==> config.mk <==
export PLATFORM = sky130hd
export DESIGN_NAME = antares_hilo_unit
export DESIGN_NICKNAME = d
export VERILOG_FILES = /design/src/rtl/antares_hilo_unit.sv
export SDC_FILE = /design/constraint.sdc
export NUM_CORES = 1
export LEC_CHECK = 0
export BUFFER_PORTS_ARGS = -buffer_cell sky130_fd_sc_hd__buf_2
export CORE_AREA = 5 5 211 233
export CTS_CLUSTER_SIZE = 20
export DETAILED_ROUTE_END_ITERATION = 6
export DIE_AREA = 0 0 216 238
export HOLD_SLACK_MARGIN = 0.1
export PLACE_DENSITY = 0.52
export SETUP_SLACK_MARGIN = 0.05
export SLEW_MARGIN = 25
export SYNTH_ARGS = -nofsm -noshare
export SYNTH_HDL_FRONTEND = slang
export SYNTH_SLANG_ARGS = --single-unit
==> constraint.sdc <==
create_clock -name clk -period 6 [get_ports clk]
set_clock_uncertainty 0.15 [all_clocks]
set_input_delay 1.2 -clock clk [delete_from_list [all_inputs] [get_ports clk]]
set_output_delay 1.2 -clock clk [all_outputs]
set_load 0.01 [all_outputs]
==> src/rtl/antares_hilo_unit.sv <==
`default_nettype none
// ============================================================================
// Module      : antares_hilo_unit
// Description : HI/LO register unit for a MIPS-style pipeline. Tracks the
//               operation class of every product in flight in the external
//               4-stage multiplier with a 4-entry tag FIFO. When a product
//               returns, the head tag is used to decide its destination:
//               overwrite HI/LO (MULT), accumulate into HI/LO (MADD),
//               subtract from HI/LO (MSUB) or write back to a GPR (MUL).
//               MTHI/MTLO write HI or LO directly. Protocol violations raise
//               a sticky error flag.
// Revision    : 1.0 - initial release
// ----------------------------------------------------------------------------
// Ports
//   clk            in   1   clock, rising edge
//   rst            in   1   asynchronous reset, active low
//   issue_valid    in   1   instruction for this unit presented this cycle
//   issue_op       in   3   0 MULT, 1 MADD, 2 MSUB, 3 MUL, 4 MTHI, 5 MTLO
//   mt_data        in  32   MTHI/MTLO source operand
//   mult_result    in  64   product from the multiplier
//   mult_ready     in   1   mult_result valid
//   stall          in   1   pipeline freeze
//   flush          in   1   discard in-flight operations
//   mult_enable_op out  1   issue strobe to the multiplier
//   hi, lo         out 32   architectural HI/LO registers
//   gpr_result     out 32   MUL writeback data
//   gpr_valid      out  1   MUL writeback strobe (one cycle)
//   hilo_busy      out  1   products in flight
//   err            out  1   sticky protocol-error flag
// ============================================================================
module antares_hilo_unit (
    input  logic        clk,
    input  logic        rst,
    input  logic        issue_valid,
    input  logic [2:0]  issue_op,
    input  logic [31:0] mt_data,
    input  logic [63:0] mult_result,
    input  logic        mult_ready,
    input  logic        stall,
    input  logic        flush,
    output logic        mult_enable_op,
    output logic [31:0] hi,
    output logic [31:0] lo,
    output logic [31:0] gpr_result,
    output logic        gpr_valid,
    output logic        hilo_busy,
    output logic        err
);

    localparam int         FIFO_DEPTH = 4;
    localparam int         PTR_W      = 2;
    localparam int         CNT_W      = 3;

    localparam logic [2:0] OP_MTHI    = 3'd4;
    localparam logic [2:0] OP_MTLO    = 3'd5;

    localparam logic [1:0] TAG_MULT   = 2'd0;
    localparam logic [1:0] TAG_MADD   = 2'd1;
    localparam logic [1:0] TAG_MSUB   = 2'd2;
    localparam logic [1:0] TAG_MUL    = 2'd3;

    localparam logic [CNT_W-1:0] CNT_FULL = CNT_W'(FIFO_DEPTH);

    // ------------------------------------------------------------------
    // State
    // ------------------------------------------------------------------
    logic [1:0]       fifo_q [0:FIFO_DEPTH-1];
    logic [PTR_W-1:0] head_q, head_d;
    logic [PTR_W-1:0] tail_q, tail_d;
    logic [CNT_W-1:0] count_q, count_d;
    logic [31:0]      hi_q, hi_d;
    logic [31:0]      lo_q, lo_d;
    logic [31:0]      gpr_result_q, gpr_result_d;
    logic             gpr_valid_q, gpr_valid_d;
    logic             err_q, err_d;

    // ------------------------------------------------------------------
    // Decode
    // ------------------------------------------------------------------
    logic       w_go;
    logic       w_issue;
    logic       w_mult_op;
    logic       w_mt_hi;
    logic       w_mt_lo;
    logic       w_reserved;
    logic       w_pop_req;
    logic       w_empty;
    logic       w_full;
    logic       w_push;
    logic       w_pop;
    logic [1:0] w_head_tag;
    logic [63:0] w_hilo;

    // stall and flush both block every state-changing action on this cycle;
    // flush additionally empties the FIFO below.
    assign w_go       = ~stall & ~flush;
    assign w_issue    = issue_valid & w_go;
    assign w_mult_op  = w_issue & ~issue_op[2];
    assign w_mt_hi    = w_issue & (issue_op == OP_MTHI);
    assign w_mt_lo    = w_issue & (issue_op == OP_MTLO);
    assign w_reserved = w_issue & issue_op[2] & issue_op[1];

    assign w_pop_req  = mult_ready & w_go;
    assign w_empty    = (count_q == '0);
    assign w_full     = (count_q == CNT_FULL);

    // The full check uses the count before any same-cycle pop, so an issue
    // that arrives with four products already tracked is always dropped.
    assign w_push     = w_mult_op & ~w_full;
    assign w_pop      = w_pop_req & ~w_empty;
    assign w_head_tag = fifo_q[head_q];
    assign w_hilo     = {hi_q, lo_q};

    assign mult_enable_op = w_mult_op;

    // ------------------------------------------------------------------
    // Next-state logic
    // ------------------------------------------------------------------
    always_comb begin
        head_d       = head_q;
        tail_d       = tail_q;
        count_d      = count_q;
        hi_d         = hi_q;
        lo_d         = lo_q;
        gpr_result_d = gpr_result_q;
        gpr_valid_d  = 1'b0;
        err_d        = err_q;

        // Protocol errors: product with nothing tracked, issue into a full
        // FIFO, HI/LO move while products are in flight, reserved opcode.
        if ((w_pop_req & w_empty) | (w_mult_op & w_full) |
            ((w_mt_hi | w_mt_lo) & ~w_empty) | w_reserved) begin
            err_d = 1'b1;
        end

        if (flush) begin
            head_d  = '0;
            tail_d  = '0;
            count_d = '0;
        end else begin
            if (w_push) begin
                tail_d = tail_q + PTR_W'(1);
            end
            if (w_pop) begin
                head_d = head_q + PTR_W'(1);
            end
            count_d = count_q + CNT_W'(w_push) - CNT_W'(w_pop);
        end

        // Direct moves are applied first so that a same-cycle product
        // targeting HI/LO overrides them.
        if (w_mt_hi) begin
            hi_d = mt_data;
        end
        if (w_mt_lo) begin
            lo_d = mt_data;
        end

        if (w_pop) begin
            case (w_head_tag)
                TAG_MULT: {hi_d, lo_d} = mult_result;
                TAG_MADD: {hi_d, lo_d} = w_hilo + mult_result;
                TAG_MSUB: {hi_d, lo_d} = w_hilo - mult_result;
                TAG_MUL: begin
                    gpr_result_d = mult_result[31:0];
                    gpr_valid_d  = 1'b1;
                end
                default: ;
            endcase
        end
    end

    // ------------------------------------------------------------------
    // Registers
    // ------------------------------------------------------------------
    always_ff @(posedge clk or negedge rst) begin
        if (!rst) begin
            for (int i = 0; i < FIFO_DEPTH; i++) begin
                fifo_q[i] <= TAG_MULT;
            end
            head_q       <= '0;
            tail_q       <= '0;
            count_q      <= '0;
            hi_q         <= '0;
            lo_q         <= '0;
            gpr_result_q <= '0;
            gpr_valid_q  <= 1'b0;
            err_q        <= 1'b0;
        end else begin
            if (w_push) begin
                fifo_q[tail_q] <= issue_op[1:0];
            end
            head_q       <= head_d;
            tail_q       <= tail_d;
            count_q      <= count_d;
            hi_q         <= hi_d;
            lo_q         <= lo_d;
            gpr_result_q <= gpr_result_d;
            gpr_valid_q  <= gpr_valid_d;
            err_q        <= err_d;
        end
    end

    // ------------------------------------------------------------------
    // Outputs
    // ------------------------------------------------------------------
    assign hi         = hi_q;
    assign lo         = lo_q;
    assign gpr_result = gpr_result_q;
    assign gpr_valid  = gpr_valid_q;
    assign hilo_busy  = ~w_empty;
    assign err        = err_q;

endmodule
`default_nettype wire

==> results of run 1 <==
-- final cells by class --
| cell class | count | area (sq um) |
|---|---|---|
| antenna | 1 | 2.50 |
| clock buffer | 20 | 437 |
| clock inverter | 12 | 161 |
| fill | 5001 | 30500 |
| inverter | 139 | 522 |
| multi-input combinational | 1501 | 9990 |
| sequential | 113 | 2830 |
| tap | 595 | 744 |
| timing repair buffer | 231 | 1260 |
-- critical path, delay by kind of cell --
kind / cells / cell delay (ns)
AO/OA/AOI/OAI: 8 / 2.77
adder cells (fa/ha/maj): 1 / 0.45
buffers and inverters: 2 / 0.16
XOR/XNOR: 1 / 0.19
AND/OR/NAND/NOR: 2 / 0.48
-- power by group through the flow --
stage | logic, mW | clock network, mW | registers, mW
final | 6.27 | 1.08 | 1.40
after global routing | 6.78 | 1.13 | 1.44
after CTS | 6.15 | 1.11 | 1.40
after detailed placement | 6.11 | 0 | 1.41
after global placement | 6.15 | 0 | 1.40
after floorplan | 4.09 | 0 | 1.42
-- cell families after synthesis --
group | after synthesis | synth area share [%]
multiplexers | 55 | 4.15
AO/OA/AOI/OAI | 733 | 35.1
buffers and inverters | 259 | 7.36
XOR/XNOR | 45 | 2.86
flip-flops | 113 | 20.6
AND/OR/NAND/NOR | 532 | 17.5
adder cells (fa/ha/maj) | 136 | 12.5
-- worst min path at each step --
| stage | to | slack [ns] | depth (start not counted) | start |
|---|---|---|---|---|
| 5_1_grt | err | 0.34 | 1 | err |
| 2_1_floorplan | fifo_q[2] | 0.32 | 1 | fifo_q[2] |
| 3_5_place_dp | err | 0.31 | 1 | err |
| 6_report | gpr_result[26] | 0.32 | 2 | gpr_result[26] |
| 3_3_place_gp | err | 0.31 | 1 | err |
| 4_1_cts | err | 0.33 | 1 | err |
-- metrics by stage --
stage	util [%]	instance area (sq um)
finish	34.3	15900
global route	34.3	15900
CTS	34.3	15900
detailed placement	33.0	15300
global placement	33.0	15300
floorplan	-	13800
-- layer usage --
metal,wire length [um],global-route usage [%]
met4,2570,9.97
met3,4140,3.82
met5,0,0
met1,27600,31.3
met2,30300,40.4
-- registers in the layout, summed over array words and instances, names as in the netlist --
register,count
err,1
gpr_result,32
count_q,3
gpr_valid,1
fifo_q,8
tail_q,2
hi,32
lo,32
head_q,2
-- cell usage in the layout, fill, tap and decap left out, drive strengths merged, types with 39 or more instances in the layout --
cell	n
nand2	214
xnor2	44
buf	231
dfrtp	113
mux2i	39
o21ai	146
nor2	136
ha	133
a211oi	46
inv	133
a21oi	225
==> results by stage, run 1 <==
Clock network:
- The number of buffers added to fix hold violations after cts is 0.
- The TritonCTS clock tree is built.
- The maximum clock insertion buffer count is 2.
- The post-cts sizing count is 0.
- The clock latency on the worst-skew pair is 0.46 ns.
- The number of buffers added by the clock tree synthesis step is 17.
- The total clock sinks is 113.
- The clock root buffer is clkbuf_16.
- In this run the number of H-tree levels came out at 4.
- The clock slew seen by the registers of the worst setup and hold paths is 0.06 ns.
- The setup fix buffers added after clock tree synthesis is 0.

Setup path:
- Data on the critical path is required at its endpoint by 6.18 ns.
- The capture instance of the worst register-to-register path is hi[29].
- The worst setup path endpoint is hi[29].
- The startpoint kind of the worst setup timing path is a primary input.
- The most numerous cell on the critical path is o31ai_1.
- The worst register-to-register path begins at lo[9].
- The setup slack of the worst register-to-register path is 1.43 ns.
- The cell count of the worst reg-to-reg path is 12.
- The data arrival time of the critical path is 5.23 ns.
- The worst setup path startpoint is mult_result[9].
- Walking the worst path, the cells encountered are buf_2 -> inv_1 -> ha_1 -> nor4_2 -> nand2b_1 -> a311oi_1 -> o31ai_1 -> a211oi_1 -> o31ai_1 -> o21bai_1 -> a41oi_1 -> xnor2_1 -> a221oi_1 -> a32oi_1.
- For this design, the slowest cell found on the critical path is a211oi_1.
- The class of the most critical setup path is primary input to register.
- The worst-path maximum fanout is 10.
- The delay contributed by the slowest stage of the critical path is 0.73 ns.
- The kind of capture point of the worst setup path is a register.

GRT:
- The via count of the first global-routing pass is 15100.
- The initial antenna violation count came to 2.
- The global router's overall resource usage is 24.2%.
- The first global-routing pass estimated 96800 um of wire.
- The total congestion overflow after global routing is 0.
- Entering global routing, the biggest net connects 65 pins.

Synth:
- Counting flops and latches in the post-synthesis netlist gives 113.
- Of all flip-flops after synthesis, the portion carrying an async set or reset was 100%.
- The mapped cell area is 13800 sq um.
- Among all flip-flop cells after synthesis, the most frequent one is dfrtp_1.
- The post-synthesis average cell area is 7.35 sq um.
- The number of flops mapped to enable cells by yosys is 0.
- The most frequent cell after synthesis is a21oi_1.
- After synthesis, the netlist uses 81 different library cells.
- The sequential share of the synthesized area is 20.6%.
- The cell count after synthesis came out at 1873.
- By area the synthesized netlist is led by dfrtp_1 (21%), ha_1 (12%), a21oi_1 (8.1%).
- The cell taking the most area after synthesis is dfrtp_1.
- The fraction of synthesized cell area taken by the top area cell type is 20.6%.
- The number of nets handed over by synthesis was 2114.
- Counting instances in the post-synthesis netlist gives the leading cell types as a21oi_1 (224), nand2_1 (214), o21ai_0 (142).
- The number of synthesis warnings is 0.

Pwr:
- The power density relative to cell area is 549 nW/um^2.
- The cell-internal power is 3.89 mW.
- In this run the static leakage power is 7.31 nW.
- The switching power is 4.86 mW.
- The total power consumption of the routed design is 8.75 mW.
- The share of total power in combinational logic is 71.7%.
- The worst-case IR drop observed on VDD is 0.000175 V.
- The portion of total power attributed to sequential cells is 16.0%.
- The switching portion of total power is 55.6%.
- The proportion of power drawn by the clock network is 12.3%.

Placement:
- Summed over all nets, the half-perimeter wirelength after detailed placement is 51200 um.
- The worst-case setup slack after placement is 0.583 ns.
- The number of port buffers is 204.
- In this run, placement finished with an instance count of 2578.
- Routability-driven placement finished with a final weighted congestion of 0.962.

Floorplanning:
- The starting density of the core is 29.6%.
- Pin placement for this block handled 205 I/O pins.
- The y dimension of the die is 238 um.
- After floorplanning, the core was divided into 83 placement rows.
- The die is 216 um wide.
- The core area is 46400 sq um.
- The die covers 51400 sq um.

Drt:
- After detailed routing, the number of remaining DRC violations is 0.
- Detailed routing inserted a total of 15400 vias.
- The number of design-rule violations left by the first detailed-router iteration is 1474.
- Dividing the detail-routed wire length by the instance count gives 24.7 um.
- The average vias per placed instance is 5.89.
- For this run, the detailed router's first-pass iteration total came to 6.
- Summed over all layers, the routed wires come to 64500 um.
- Once detail routing completed, the nets flagged for antenna violations numbered 0.

Hold path:
- The tightest min-delay check is of the register to register type.

Flow run:
- Max-cap violations in this run came to 0.

Layout:
- The post-route non-filler standard cell count is 2612.
- The growth of design area from synthesis to finish is 15.8%.
- The final-stage net count is 2244.
- The share of post-route cells with drive strength above 1 is 15.6%.

Timing:
- For the finished layout, the period the worst path requires is 5.06 ns.
- Dividing the final minimum period by the clock period gives 84.3%.
- Setup violations remaining at the end of the flow were counted as 0.
- Static timing analysis puts the maximum clock frequency at 0.198 GHz.
- Setup repair after global routing left no endpoint under its margin.
- At the pin with the least slew margin, the transition time is 0.930 ns.
- The relative slew slack is 37.6%.
- The number of failing hold endpoints at the final stage was 0.
- The final hold slack is 0.323 ns.
- The final-report max-slew violation count is 0.
- The worst setup margin is 0.945 ns.
- After routing, the total negative slack on setup checks comes to 0 ns.

Outcome:
- The run finished with clean final reports.
Note: power is estimated with default switching activity, not from simulation.
==> run 2, diff against run 1 <==
- ABC_AREA: unset -> 1
- CORE_AREA: 5 5 211 233 -> 5 5 237 262
- DIE_AREA: 0 0 216 238 -> 0 0 242 267
- PLACE_DENSITY: 0.52 -> 0.51
- clock period: 6 -> 4.8 ns (I/O delays scaled with it)
==> run 2 against run 1 <==
Net effect:
- the run now ends with DRC left
- die area increased by 26%
- synthesized cell count is 76% higher
- register-to-register slack worse by 0.13 ns
- wire length grew 41%
- non-clock buffer count shrank 6
- sequential share of layout area shrank 3.5 points
- sequential cell count unchanged
- worst hold slack gained 0.0015 ns
- cell count increased by 62%
- clock power is 30% higher
==> results by stage, run 2 <==
Clock network:
- The H-tree level count is 4.
- Clock tree synthesis found a total of 113 sinks.
- The setup fix buffers added after clock tree synthesis is 0.
- The root buffer cell chosen for the clock tree is clkbuf_16.
- Counting along the longest clock path gives a buffer depth of 2.
- The number of buffers added to fix hold violations after cts is 0.
- After clock tree synthesis, the clock-pin slew on the worst setup and hold paths is 0.07 ns.
- The clock latency on the worst-skew pair is 0.50 ns.
- The number of clock buffers added by TritonCTS is 17.
- TritonCTS built the clock tree.
- Post-CTS repair changed the size of 0 cells.

Layout:
- The share of the core filled with cells in the final layout is 33.4%.
- After filler insertion, the fill cell instance count of the layout stands at 6943.
- Across the whole layout, storage elements account for 2830 sq um.
- The growth of design area from synthesis to finish is 12.9%.
- The library cell used most frequently in the layout, excluding fill and tap cells, is nand2_1.
- The final-stage net count is 3684.
- After routing the design area is 19800 sq um.
- The total area of multi-input combinational cells is 11600 sq um.
- The library cells used most frequently in the layout, excluding fill and tap cells, are nand2_1 (1143), inv_1 (676), nor2_1 (303).
- The post-route netlist has 8.07% of its cells at a drive strength greater than 1.
- The post-route non-filler standard cell count is 4224.
- The repair_antennas step left the layout with diodes totalling 0.

Outcome:
- The final reports fail on DRC.
- The flow ran to the end, but the final reports show violations.

Drt:
- The mean routed wirelength per cell is 21.6 um.
- For this block, the initial DRC count from the detailed router was 2175.
- For this run, the detailed router's first-pass iteration total came to 7.
- The routed design has 91300 um of wire.
- The total number of vias is 21700.
- The average vias per placed instance is 5.13.
- In the routed design, unresolved DRC markers number 2.
- In this run the remaining antenna-violating nets after routing total 0.

Timing:
- Setup repair after global routing left no endpoint under its margin.
- The final-report max-slew violation count was 0.
- The time the final worst path needs with I/O delays and setup is 3.66 ns.
- The number of failing hold endpoints at the final stage is 0.
- The slew at the pin closest to its max-slew limit is 0.976 ns.
- The relative slew slack is 34.3%.
- For the final routed database, the setup TNS stands at 0 ns.
- Setup violations remaining at the end of the flow were counted as 0.
- After layout, the worst setup slack is 1.14 ns.
- Timing would allow up to 0.274 GHz.
- The share of the clock period used by the worst path after layout is 76.2%.

Setup path:
- The worst register-to-register path ends at lo[28].
- The launch instance of the worst register-to-register path is lo[0].
- In this run the worst path has a maximum fanout of 5.
- The worst register-to-register path has a depth of 17.
- In this run the register-to-register setup slack is 1.30 ns.
- The cell with the largest stage delay on the worst path is fa_1.
- The data arrival time of the critical path is 3.87 ns.
- STA classifies the critical path endpoint as a register.
- Walking the worst path, the cells encountered are buf_2 -> ha_1 -> fa_1 -> inv_1 -> nand3_1 -> nand3_1 -> nand2_1 -> nand2_1 -> nand2_1 -> nand2_1 -> nand2_1 -> nand2_1 -> nand2_1 -> nand3_1 -> o211ai_1 -> nand2_1 -> o21ai_0.
- The largest single stage delay on the critical path is 0.39 ns.
- The required time of the worst setup path is 5.02 ns.
- The startpoint kind of the worst setup timing path is a primary input.
- The depth of the critical timing path with buffers and inverters included is 17.
- Grouping stages by cell kind, the critical path spends the most delay in simple AND/OR/NAND/NOR gates.
- The most numerous cell on the critical path is nand2_1.
- The critical path in this run is classified as primary input to register.
- The buffering stage count on the worst path with inverters included is 2.

GRT:
- After global routing the overflow that remains totals 0.
- The global router's overall resource usage is 27.3%.
- The first global-routing pass estimated 132000 um of wire.
- Entering global routing, the biggest net connects 78 pins.
- The initial antenna violation count is 3.
- The via count of the first global-routing pass was 20400.

Placement:
- The placed cell count is 4192.
- The worst-case setup slack after placement is 0.823 ns.
- In this run the tool buffered the top-level ports with 204 buffer cells.
- The wire-length estimate of the detail-placed layout is 76900 um.
- After detailed placement, the total cell area comes to 19200 sq um.
- The global placer's final weighted congestion is 1.05.

Synth:
- After synthesis the netlist holds a flip-flop and latch count of 113.
- Among all cell types in the netlist, the one instantiated most often is nand2_1.
- The sequential share of the synthesized area is 16.1%.
- Yosys printed 0 warnings.
- The number of flops mapped to enable cells by yosys is 0.
- In the synthesized netlist, the number of instances is 3295.
- Counting flops with an async set or reset pin after synthesis yields a share of 100%.
- After synthesis, the mean cell area works out to 5.32 sq um.
- By count the netlist is led by nand2_1 (1143), inv_1 (676), nor2_1 (304).
- The count of cell types in the netlist is 44.
- In the post-synthesis netlist, the biggest area contributors are nand2_1 (24%), dfrtp_1 (16%), inv_1 (14%).
- In this run the cell area of the synthesized design comes to 17500 sq um.
- The synthesized design spends more area on one cell type than any other, namely nand2_1.
- Synthesis produced a netlist with a net count of 3536.
- Among all flip-flop cells after synthesis, the most frequent one is dfrtp_1.
- In this run the biggest area consumer among cell types represents 24.5% of the synthesized area.

Floorplanning:
- The width of the die is 242 um.
- In this run the count of I/O pins placed on the die edge is 205.
- The starting density of the core is 29.6%.
- Measured along the y axis, the die boundary spans 267 um.
- The die footprint is 64600 sq um.
- The floorplan row count is 94.
- The core region is 59300 sq um.

Hold path:
- The worst hold path was traced through 2 stages.
- The worst hold endpoint is gpr_result[0].
- In this run the most critical hold path is launched from gpr_result[0].
- The worst min-delay path category is register to register.

Pwr:
- VDD sags by at most 0.000346 V.
- Dividing total power by cell area gives a power density of 642 nW/um^2.
- The leakage power is 11.5 nW.

Flow run:
- The number of maximum-capacitance constraint violations is 0.
-- run 2: changes by cell type after synthesis, sizes merged, moves of 39 or more --
| cell | before | now |
|---|---|---|
| xnor2 | 44 | 2 |
| nand3 | 34 | 268 |
| inv | 133 | 687 |
| a211oi | 46 | 2 |
| clkbuf | 92 | 25 |
| nand2 | 214 | 1145 |
| mux2i | 39 | 0 |
| nor2 | 136 | 310 |
| buf | 28 | 71 |
-- run 2: layout make-up --
cell class	count	area share [%]
Multi-Input combinational cell	2397	58.7
Timing Repair Buffer	225	6.11
Inverter	689	13.1
Tap cell	768	4.85
Clock inverter	13	0.815
Clock buffer	19	2.19
Sequential cell	113	14.3
-- run 2: worst min-delay path: stages, from the launching register on --
cell,delay [ns]
dfrtp_1,0.34
nand2_1,0.05
nand2_1,0.05
-- run 2: logic make-up (layout without fill, tap and decap cells) --
kind of cell | after synthesis | after routing | synth area share [%]
AND/OR/NAND/NOR | 1801 | 1801 | 41.6
XOR/XNOR | 8 | 8 | 0.399
adder cells (fa/ha/maj) | 136 | 136 | 9.83
buffers and inverters | 785 | 946 | 17.7
AO/OA/AOI/OAI | 452 | 452 | 14.4
flip-flops | 113 | 113 | 16.1
-- run 2: through the flow --
step | total power [mW] | hold WS (ns)
after CTS | 12.4 | 0.328
after detailed placement | 11.0 | 0.312
after floorplan | 7.60 | 0.303
after global routing | 13.6 | 0.351
after global placement | 11.1 | 0.301
final | 12.7 | 0.324
-- run 2: how the worst max path moves through the flow --
stage          slack (ns)            from  endpoint
5_1_grt              0.98  mult_result[0]    lo[28]
3_3_place_gp         0.74  mult_result[0]    lo[28]
6_report             1.14  mult_result[0]    lo[28]
2_1_floorplan        1.91  mult_result[0]    hi[28]
4_1_cts              1.34  mult_result[0]    lo[28]
3_5_place_dp         0.82  mult_result[0]    lo[28]
-- run 2: report_power, final --
| part | internal (mW) | switching [mW] | leakage (nW) | total, mW |
|---|---|---|---|---|
| clock network | 0.813 | 0.583 | 0.280 | 1.40 |
| registers | 1.27 | 0.551 | 1.43 | 1.82 |
| logic | 2.70 | 6.79 | 9.83 | 9.49 |
| total | 4.79 | 7.93 | 11.5 | 12.7 |
-- run 2: per-layer routing --
| layer | vias to the layer above | part of all wire [%] | GRT usage [%] |
|---|---|---|---|
| met5 | - | 0.024 | 0 |
| met4 | 4 | 4.6 | 11.3 |
| met3 | 162 | 8.4 | 4.86 |
| met2 | 986 | 44 | 44.4 |
| met1 | 10000 | 43 | 36.0 |
| li1 | 10500 | - | - |
==> run 3, diff against run 2 <==
- PLACE_DENSITY: 0.51 -> 0.53
- clock period: 4.8 -> 3 ns (I/O delays scaled with it)
==> run 3 against run 2 <==
Net effect:
- worst setup slack worse by 0.98 ns
- sequential power rose by 46%
- clock power grew 50%
- first-iteration DRC count up 5.5%
- wire length grew 5.0%
- cell count is 12% higher
- the flow still finishes with violations (DRC)
- global-route usage grew 1.6 points
- sequential share of layout area is 2.4 points lower
- non-clock buffer count up 493
- critical path type is now register to register
- via count is 6.8% higher
- die area unchanged
- worst hold slack lost 0.10 ns
==> results by stage, run 3 (synthesis results as in run 2) <==
Outcome:
- The run finished, with violations left.
- The final reports fail on DRC.

Hold path:
- The worst min-delay path category is primary input to register.
- Counting instances, the worst hold path has a depth of 2.

Layout:
- The growth of design area from synthesis to finish is 35.2%.
- After routing the design area is 23700 sq um.
- The post-route non-filler standard cell count is 4716.
- 0 antenna diodes ended up in the layout.
- The most common cell after layout, fill and taps aside is nand2_1.
- The top cell types in the final layout, fill and taps aside, are nand2_1 (1132), inv_1 (676), buf_4 (503).
- Cells with a size suffix above 1 make up 20.8% of the layout.
- The net count of the finished layout is 4177.

Floorplanning:
- The number of top-level pins is 205.
- The die is 242 um wide.
- The initialized floorplan defines 94 standard-cell rows.
- The core area is 59300 sq um.
- The die footprint is 64600 sq um.
- Measured along the y axis, the die boundary spans 267 um.
- For this configuration, the core starts out at a cell density of 29.6%.

Flow run:
- Across the run, the number of max-cap violations was 0.

Timing:
- Of the available clock period, the critical path in the final layout requires 94.6%.
- Derived from the worst setup path, the maximum achievable clock frequency is 0.353 GHz.
- The final-report setup violation count is 0.
- Setup repair after global routing could not meet its margin everywhere.
- The final hold slack is 0.221 ns.
- Headroom to the max-slew limit came out at 53.7%.
- The time the final worst path needs with I/O delays and setup is 2.84 ns.
- The final-report max-slew violation count came to 0.
- The number of failing hold endpoints at the final stage came to 0.
- Summed over all failing endpoints, the final setup total negative slack is 0 ns.
- For the pin with the worst max-slew slack, the measured transition is 0.687 ns.

Drt:
- The number of design-rule violations left by the first detailed-router iteration is 2294.
- The average vias per placed instance is 4.91.
- The length of the first detailed-routing pass in iterations is 7.
- The total number of vias is 23200.
- In the final routed layout, each cell accounts on average for 20.3 um.
- The post-detailed-route count of antenna-violating nets is 0.
- The number of remaining DRC errors is 1.
- The final routed wirelength across all metal layers is 95800 um.

Clock network:
- The clock slew seen by the registers of the worst setup and hold paths is 0.06 ns.
- The setup fix buffers added after clock tree synthesis is 0.
- The maximum clock insertion buffer count is 2.
- The H-tree generated during clock tree synthesis spans 4 levels.
- The clock latency on the worst-skew pair is 0.50 ns.
- The total clock sinks is 113.
- The clock root buffer is clkbuf_16.
- TritonCTS built the clock tree.
- Clock tree synthesis inserted a total of 17 buffers.

Pwr:
- The power density relative to cell area is 1020 nW/um^2.
- The total power consumption of the routed design is 24.2 mW.
- Across the VDD grid, the largest voltage drop is 0.000476 V.
- Summed over all cells, the static leakage comes to 13.9 nW.

GRT:
- The initial antenna violation count is 3.
- The via count of the first global-routing pass is 22200.
- After global routing the overflow that remains totals 0.
- The first global-routing pass estimated 139000 um of wire.
- The global router's overall resource usage is 28.9%.
- Entering global routing, the biggest net connects 64 pins.

Placement:
- Port buffering added 204 buffers.
- The cell area reported after detailed placement is 23000 sq um.
- The half-perimeter wire length of the detailed placement result is 81400 um.
- The global placer's final weighted congestion is 1.02.
- The placed cell count is 4684.

Setup path:
- The critical path in this run is classified as register to register.
- The required time of the worst setup path is 3.23 ns.
- The kind of capture point of the worst setup path is a register.
- The worst setup path is launched from a register.
- In this run the worst path has a maximum fanout of 5.
- The cell count of the worst reg-to-reg path is 15.
- STA puts the critical path data arrival time at 3.07 ns.
run 3: changes by cell type in the layout (fill, tap and decap cells not counted), moves of 8 or more:
cell / delta
ha_1: -16
ha_2: +15
nand2_2: +11
nand2_1: -11
buf_4: +484
buf_12: +8
nor2_1: -15
nor2_2: +15
run 3: routing by layer:
metal  share of wire, %  vias to the layer above  track usage, %
li1                   -                    11500               -
met1                 43                    10600            37.9
met2                 44                      935            46.7
met3                7.7                      171            5.29
met4                5.0                        6            12.7
met5              0.041                        -               0
run 3: critical path: stages (launching register included):
cell and delay [ns]:
dfrtp_1 0.42, ha_1 0.36, nor2_1 0.19, nand2_1 0.11, nor3_1 0.19, buf_4 0.16, nand2_1 0.05, nand3_1 0.18
nand2_1 0.12, nand2_2 0.18, nand2_1 0.07, nand3_1 0.07, o2111ai_1 0.17, buf_4 0.22, nand2_1 0.05, inv_1 0.03
run 3: worst paths after layout:
| check | startpoint | slack (ns) | endpoint |
|---|---|---|---|
| worst min register to register | gpr_result[17] | 0.33 | gpr_result[17] |
| worst min-delay path | flush | 0.22 | count_q[1] |
| max in group asynchronous | rst | 1.35 | hi[22] |
| min in group asynchronous | rst | 0.52 | lo[3] |
| worst max-delay path | lo[10] | 0.16 | lo[29] |
| worst max register to register | lo[10] | 0.16 | lo[29] |
run 3: repair_timing:
item	in CTS	in global routing
hold buffers	1	0
setup endpoints to repair	0	68
endpoints found under the hold margin	45	0
gates resized for setup	0	55
run 3: report_power, final:
group	total (mW)	switching, mW	internal (mW)
registers	2.66	0.615	2.04
logic	19.4	11.9	7.45
clock network	2.10	0.934	1.17
run 3: area by class of cell:
class / count / area [sq um]
Timing Repair Buffer: 718 / 5010
Fill cell: 6781 / 35600
Inverter: 689 / 2590
Clock inverter: 10 / 87.6
Tap cell: 768 / 961
Multi-Input combinational cell: 2397 / 11800
Sequential cell: 113 / 2830
Clock buffer: 21 / 460
run 3: through the flow:
stage	setup WS, ns	util [%]
after floorplan	0.466	-
final	0.163	40.0
after global routing	0.0233	40.0
after detailed placement	-0.213	38.8
after CTS	0.0936	39.7
after global placement	-0.205	38.8
